==> src/rtl/adder_rr_arbiter.sv <==
// adder_rr_arbiter: round-robin sequencer in front of one shared registered adder.
// It accepts one operand pair per grant, waits out the adder latency, captures
// the sum and returns it with the owner's ID over a valid/ready response channel.
module adder_rr_arbiter #(
  parameter int NREQ    = 4,
  parameter int ID_W    = 2,
  parameter int W       = 16,
  parameter int ADD_LAT = 1
) (
  input  logic               clk,
  input  logic               rst_n,
  input  logic [NREQ-1:0]    req_valid,
  output logic [NREQ-1:0]    req_ready,
  input  logic [NREQ*W-1:0]  req_a,
  input  logic [NREQ*W-1:0]  req_b,
  output logic               resp_valid,
  input  logic               resp_ready,
  output logic [ID_W-1:0]    resp_id,
  output logic [W:0]         resp_sum,
  output logic               resp_carry,
  output logic [W-1:0]       add_a,
  output logic [W-1:0]       add_b,
  input  logic [W:0]         add_sum,
  output logic               busy,
  output logic [15:0]        ops_done
);

  typedef enum logic [1:0] {
    ST_IDLE = 2'd0,
    ST_WAIT = 2'd1,
    ST_RESP = 2'd2
  } state_e;

  state_e          state_q, state_d;
  logic [ID_W-1:0] ptr_q;
  logic [ID_W-1:0] gnt_q;
  logic [2:0]      cnt_q;
  logic [W-1:0]    add_a_q, add_b_q;
  logic            resp_valid_q;
  logic [ID_W-1:0] resp_id_q;
  logic [W:0]      resp_sum_q;
  logic            resp_carry_q;
  logic [15:0]     ops_done_q;

  logic                 win_found_s;
  logic [ID_W-1:0]      win_idx_s;
  logic [2**ID_W-1:0]   valid_pad_s;
  logic [W-1:0]         sel_a_s, sel_b_s;

  // Round-robin search: first valid requester starting at ptr, wrapping modulo NREQ.
  always_comb begin
    logic [ID_W:0] pos_v;
    win_found_s = 1'b0;
    win_idx_s   = '0;
    pos_v       = '0;
    valid_pad_s = (2**ID_W)'(req_valid);
    for (int k = 0; k < NREQ; k++) begin
      pos_v = {1'b0, ptr_q} + (ID_W+1)'(k);
      if (pos_v >= (ID_W+1)'(NREQ)) begin
        pos_v = pos_v - (ID_W+1)'(NREQ);
      end else begin
        pos_v = pos_v;
      end
      if (!win_found_s && valid_pad_s[pos_v[ID_W-1:0]]) begin
        win_found_s = 1'b1;
        win_idx_s   = pos_v[ID_W-1:0];
      end else begin
        win_found_s = win_found_s;
      end
    end
  end

  // Operand mux selecting the winner's A/B slices.
  always_comb begin
    sel_a_s = '0;
    sel_b_s = '0;
    for (int j = 0; j < NREQ; j++) begin
      if (win_idx_s == ID_W'(j)) begin
        sel_a_s = req_a[j*W +: W];
        sel_b_s = req_b[j*W +: W];
      end else begin
        sel_a_s = sel_a_s;
      end
    end
  end

  // FSM state register.
  always_ff @(posedge clk or negedge rst_n) begin
    if (!rst_n) begin
      state_q <= ST_IDLE;
    end else begin
      state_q <= state_d;
    end
  end

  // FSM next-state logic.
  always_comb begin
    state_d = state_q;
    case (state_q)
      ST_IDLE: begin
        if (win_found_s) state_d = ST_WAIT;
        else             state_d = ST_IDLE;
      end
      ST_WAIT: begin
        if (cnt_q == 3'd0) state_d = ST_RESP;
        else               state_d = ST_WAIT;
      end
      ST_RESP: begin
        if (resp_ready) state_d = ST_IDLE;
        else            state_d = ST_RESP;
      end
      default: state_d = ST_IDLE;
    endcase
  end

  // FSM outputs: grant is one-hot only while idle, busy otherwise.
  always_comb begin
    req_ready = '0;
    busy      = (state_q != ST_IDLE);
    if (state_q == ST_IDLE && win_found_s) begin
      req_ready = NREQ'(1'b1) << win_idx_s;
    end else begin
      req_ready = '0;
    end
  end

  // Datapath: operand latch on accept, latency countdown, sum capture, completion.
  always_ff @(posedge clk or negedge rst_n) begin
    if (!rst_n) begin
      ptr_q        <= '0;
      gnt_q        <= '0;
      cnt_q        <= 3'd0;
      add_a_q      <= '0;
      add_b_q      <= '0;
      resp_valid_q <= 1'b0;
      resp_id_q    <= '0;
      resp_sum_q   <= '0;
      resp_carry_q <= 1'b0;
      ops_done_q   <= 16'd0;
    end else begin
      case (state_q)
        ST_IDLE: begin
          if (win_found_s) begin
            add_a_q <= sel_a_s;
            add_b_q <= sel_b_s;
            gnt_q   <= win_idx_s;
            cnt_q   <= 3'(ADD_LAT);
          end
        end
        ST_WAIT: begin
          if (cnt_q == 3'd0) begin
            resp_sum_q   <= add_sum;
            resp_carry_q <= add_sum[W];
            resp_id_q    <= gnt_q;
            resp_valid_q <= 1'b1;
          end else begin
            cnt_q <= cnt_q - 3'd1;
          end
        end
        ST_RESP: begin
          if (resp_ready) begin
            resp_valid_q <= 1'b0;
            ops_done_q   <= ops_done_q + 16'd1;
            ptr_q        <= (gnt_q == ID_W'(NREQ-1)) ? '0 : gnt_q + ID_W'(1);
          end
        end
        default: begin
          resp_valid_q <= 1'b0;
        end
      endcase
    end
  end

  assign add_a      = add_a_q;
  assign add_b      = add_b_q;
  assign resp_valid = resp_valid_q;
  assign resp_id    = resp_id_q;
  assign resp_sum   = resp_sum_q;
  assign resp_carry = resp_carry_q;
  assign ops_done   = ops_done_q;

endmodule

==> config.mk <==
export PLATFORM = sky130hd
export DESIGN_NAME = adder_rr_arbiter
export DESIGN_NICKNAME = d
export VERILOG_FILES = /design/src/rtl/adder_rr_arbiter.sv
export SDC_FILE = /design/constraint.sdc
export NUM_CORES = 1
export LEC_CHECK = 0
export BUFFER_PORTS_ARGS = -buffer_cell sky130_fd_sc_hd__buf_2
export CAP_MARGIN = 20
export CORE_UTILIZATION = 35
export CTS_BUF_LIST = sky130_fd_sc_hd__clkbuf_16
export CTS_CLUSTER_SIZE = 25
export DETAILED_ROUTE_END_ITERATION = 16
export GPL_TIMING_DRIVEN = 1
export PLACE_DENSITY = 0.65
export SETUP_SLACK_MARGIN = 0.5
export SKIP_LAST_GASP = 1
export SYNTH_ARGS = -nofsm -noshare
export SYNTH_HDL_FRONTEND = slang
export SYNTH_SLANG_ARGS = --single-unit
==> constraint.sdc <==
create_clock -name clk -period 2.9 [get_ports clk]
set_input_delay 0.145 -clock clk [delete_from_list [all_inputs] [get_ports clk]]
set_output_delay 0.145 -clock clk [all_outputs]
set_load 0.02 [all_outputs]
# Yosys cells after proc, flatten, opt, wreduce, memory -nomap -nowiden
# Index checks and enable logic that the tools add are counted.
dict set report op_classes {
  n_addsub 10
  magnitude_cmp 8
  n_eq_ne 10
  shifts 1
  muxes 40
  bitwise 1
  n_reduce_logical 17
}
# op count
set ops {}
lappend ops {{$mux 16} 8}
lappend ops {{$mux 2} 11}
lappend ops {{$add 16x1->16 const B} 1}
lappend ops {{$lt 2x3->1 const B} 4}
lappend ops {{$mux 1} 11}
lappend ops {{$ge 3x3->1 const B} 3}
lappend ops {{$bmux 1 s2} 4}
lappend ops {{$eq 2x2->1 const B} 4}
lappend ops {{$ne 2x2->1 const B} 4}
lappend ops {{$sub 2x1->2 const B} 4}
lappend ops {{$add 2x2->3 const B} 2}
lappend ops {{$mux 3} 2}
lappend ops {{$pmux 2 s3} 1}
lappend ops {{$pmux 3 s2} 1}
lappend ops {{$reduce_and 2->1} 3}
lappend ops {{$reduce_and 3->1} 2}
lappend ops {{$eq 2x1->1 const B} 2}
lappend ops {{$logic_and 1x1->1} 4}
lappend ops {{$logic_not 2->1} 2}
lappend ops {{$mux 4} 1}
lappend ops {{$reduce_bool 2->1} 2}
lappend ops {{$shl 1x2->4 const A} 1}
lappend ops {{$add 2x1->3 const B} 1}
lappend ops {{$ge 2x3->1 const B} 1}
lappend ops {{6 further kinds} 8}
dict set report totals {
  register_bits 78
  input_bits 152
  out_inout_bits 74
  elab_cells 98
}

# Depth between registers and ports, before layout
dict set report depth {
  ltp_word 19
  ltp_mapped 8
  ltp_nobuf 7
}

# Worst setup path before layout
# OpenSTA, ideal clock, no wires.
dict set report synth_timing {
  kind {register to output}
  startpoint {register state_q[1]}
  endpoint {output req_ready[0]}
  arrival_ns 1.861
  t_required_ns 2.755
  slack_ns 0.894
  stages_incl_launch_ff 6
  path_buffers 2
  cell_sequence {dfrtp_1 > or2_2 > a21o_1 > clkbuf_1 > clkbuf_1 > nor3_1}
}
dict set report synth_via {
  elab_chain_len 3
}
# element line_no
set synth_rtl {}
lappend synth_rtl {{from (decl)} 34} ;# state_e state_q, state_d;
lappend synth_rtl {{from (signal assigned)} 92} ;# state_q <= state_d;
lappend synth_rtl {{$logic_not 2->1} 120} ;# if (state_q == ST_IDLE && win_found_s) begin
lappend synth_rtl {{$logic_and 1x1->1} 120}
lappend synth_rtl {{$mux 4} 120}
lappend synth_rtl {{to (decl)} 13} ;# output logic [NREQ-1:0] req_ready,
# No other way between the ends.

# Worst setup path in the final report
dict set report layout_timing {
  startpoint {register ptr_q[0]}
  endpoint {output req_ready[2]}
}
dict set report layout_via {
  elab_chain_len 16
  elab_cells_between_ends 40
  classes_between {add/sub: 7; order compare: 4; shift: 1; mux: 21; reduce/logical: 7}
}
# element line_no
set layout_rtl {}
lappend layout_rtl {{from (decl)} 35} ;# logic [ID_W-1:0] ptr_q;
lappend layout_rtl {{from (signal assigned)} 164} ;# ptr_q <= (gnt_q == ID_W'(NREQ-1)) ? '0 : gnt_q + ID_W'(1);
lappend layout_rtl {{branches (longest 15 deep; another with $add 2x1->3)} n/a}
lappend layout_rtl {{$mux 4 *} 120}
# Every way passes the cells marked *. The select of a mux whose other input is x is not followed.

==> flow_summary.json <==
{
  "outcome": "complete, no violations",
  "p_sw_frac": 0.425,
  "worst_pin_slew_ns": 0.683,
  "netlist_instances": 437,
  "clk_path_buf_depth": 2,
  "layout_setup_ws_ns": 0.558,
  "final_area_um2": 5750,
  "die_w_um": 110,
  "r2r_slack_ns": 0.83,
  "pre_cts_slack_ns": 0.756,
  "synth_edf_count": 0,
  "period_minus_slack_ns": 2.34,
  "antenna_found_initial": 0,
  "hold-worst-slack_ns": 0.0509,
  "synthFlopType": "dfrtp_1",
  "synthTopCellsByCount": "dfrtp_1 (77), nand3_1 (46), o21ai_0 (30)",
  "drc": 0,
  "worst_skew_pair.late_latency_ns": 0.33,
  "floorplan.rows": 39,
  "seqCellArea_um2": 1930,
  "utilization": 0.504,
  "start_kind": "flop",
  "p_int_mw": 3.42,
  "grt_usage": 0.206,
  "yosys.cell_types.count": 37,
  "ys_top_cells_by_area": "dfrtp_1 (47%), nand3_1 (5.6%), mux2_2 (5.2%)",
  "area_growth_pct": 39.7,
  "criticalPathCategory": "reg2out",
  "worst-r2r-cell-count": 6,
  "diodes": 0,
  "crit_required_ns": 2.76,
  "synth_seq_area_share": 0.468,
  "leakagePower_nw": 2.86,
  "syn_area_per_cell_um2": 9.42,
  "slew-limit-headroom": 0.545,
  "detail_route.first_pass.iterations": 5,
  "placed_cells": 784,
  "period_share": 0.808,
  "hold_path.class": "in2reg",
  "fin_tns_setup_ns": 0,
  "vias_per_cell": 5.37,
  "switching_power_mw": 2.52,
  "layout-drive-gt1-share": 0.428,
  "multiInputGateArea_um2": 2060,
  "start_util": 0.361,
  "p_clk_frac": 0.201,
  "vdd_drop_max_mv": 0.553,
  "yosys_register_bits": 77,
  "synth.largest_area_cell": "dfrtp_1",
  "grt_pass1_wl_mm": 20.1,
  "die_area_um2": 12200,
  "whs_endpoint": "resp_sum[3]$_DFFE_PN0P_",
  "regToRegEndpoint": "add_a[14]$_DFFE_PN0N_",
  "path_clk_slew_ns": 0.06,
  "instances_no_fill": 802,
  "setup_violations": 0,
  "dieHeight_um": 110,
  "final_nets": 810,
  "r2r-start": "ptr_q[0]$_DFFE_PN0P_",
  "async_flop_share": 1.00,
  "wirelength_mm": 12.8,
  "cts_tree": "built",
  "hold_depth": 2,
  "core_um2": 11400,
  "syn_area_um2": 4120,
  "ios": 226,
  "fill_cells": 1059,
  "gr-total-overflow": 0,
  "pwr-share-seq": 0.303,
  "finalHoldViolCount": 0,
  "wl_per_cell_um": 16.0,
  "cts_made_buffers": 9,
  "arrival_ns": 2.20,
  "max_freq_mhz": 427,
  "synth_top_area_frac": 0.468,
  "finalPower_mw": 5.94,
  "dp_hpwl_mm": 9.10,
  "synth.most_common_cell": "dfrtp_1",
  "combPwrFrac": 0.497,
  "slew_violations": 0,
  "drt_iter0_markers": 300,
  "first_global_vias": 4219,
  "critPathMaxFanout": 14,
  "io_buffers": 225,
  "cts.sinks": 77,
  "grt_max_degree": 78,
  "min_from": "add_sum[3]",
  "cts_root_buffer": "clkbuf_16",
  "syn-num-nets": 593,
  "yosysWarnings": 0,
  "globalplace.congestion": 0.839,
  "postCtsSetupRepairBufs": 0,
  "p_per_area_nw_per_um2": 1030,
  "placed_area_um2": 5400,
  "skew_ns": 0.00685,
  "cts.htree.levels": 3,
  "rsz0062_at_grt": "yes",
  "vias": 4303,
  "timing.max_cap.violations": 0,
  "drtAntennaViolNets": 0,
  "end_kind": "primary output"
}
how the worst max path moves through the flow:
stage	start	end	slack (ns)
after floorplan	state_q[1]$_DFF_PN0_	req_ready[0]	0.89
after global placement	ptr_q[0]$_DFFE_PN0P_	req_ready[2]	0.89
after detailed placement	ptr_q[0]$_DFFE_PN0P_	add_b[13]$_DFFE_PN0N_	0.76
after CTS	ptr_q[0]$_DFFE_PN0P_	req_ready[2]	0.54
after global routing	ptr_q[0]$_DFFE_PN0P_	req_ready[2]	0.43
final	ptr_q[0]$_DFFE_PN0P_	req_ready[2]	0.56
layer usage:
layer  track usage  part of all wire
met2         0.344              0.49
met3        0.0313             0.075
met1         0.259              0.41
met4         0.100             0.020
met5             0                 0
layout make-up:
class / instances / area share
Multi-Input combinational cell: 323 / 0.358
Sequential cell: 77 / 0.335
Timing Repair Buffer: 239 / 0.218
Clock buffer: 9 / 0.0392
Tap cell: 143 / 0.0311
Clock inverter: 7 / 0.0159
Inverter: 4 / 0.00261
power by group through the flow:
stage | clock network (mW) | registers, mW | logic [mW]
2_1_floorplan | 0 | 2.24 | 1.55
3_3_place_gp | 0 | 1.79 | 2.91
3_5_place_dp | 0 | 1.81 | 2.97
4_1_cts | 1.23 | 1.80 | 2.97
5_1_grt | 1.27 | 1.85 | 3.22
6_report | 1.19 | 1.80 | 2.95
flip-flops by register name (all words and copies together), names as in the netlist, 3 cells and up:
register,count
add_a,16
add_b,16
cnt_q,3
ops_done,16
resp_sum,17
logic make-up (layout without fill, tap and decap cells):
family                   after synthesis  count (layout)  synth area share
buffers and inverters                 37             259            0.0377
AND/OR/NAND/NOR                      151             151             0.180
flip-flops                            77              77             0.468
XOR/XNOR                              15              15            0.0319
AO/OA/AOI/OAI                        127             127             0.202
multiplexers                          26              26            0.0690
adder cells (fa/ha/maj)                4               4            0.0122
worst max-delay path, cell delays in order (launching register included):
cell      delay, ns
dfrtp_1        0.40
nor2b_1        0.10
o21bai_2       0.52
nand2_1        0.38
nor3_1         0.27
buf_2          0.20
layout by cell type, fill, tap and decap left out, types with 2 or more instances in the layout:
| master | instances |
|---|---|
| clkinv_2 | 2 |
| o21ai_0 | 30 |
| nor2_1 | 28 |
| a211oi_1 | 5 |
| mux2_2 | 19 |
| a21oi_1 | 21 |
| o31ai_1 | 6 |
| mux2i_1 | 7 |
| buf_2 | 224 |
| ha_1 | 4 |
| clkinv_4 | 2 |
| or2_2 | 2 |
| buf_4 | 13 |
| inv_1 | 5 |
| a31oi_1 | 20 |
| a41oi_1 | 7 |
| o211ai_1 | 7 |
| nand3_1 | 46 |
| nor2b_1 | 5 |
| nand4_1 | 9 |
| a21o_1 | 22 |
| xnor2_1 | 12 |
| xor2_1 | 3 |
| nand2_1 | 29 |
| and2_1 | 7 |
| clkbuf_16 | 9 |
| dfrtp_1 | 77 |
| o21ba_2 | 2 |
| and3_1 | 11 |
| nor3_1 | 9 |
| bufinv_16 | 2 |
timing repair:
| action | in CTS | in global routing |
|---|---|---|
| endpoints found under the hold margin | 0 | 30 |
| hold buffers | 0 | 1 |
| endpoints found under the setup margin | 2 | 4 |
| resized for setup | 1 | 0 |
No activity file was read; power rests on OpenSTA's default activity.
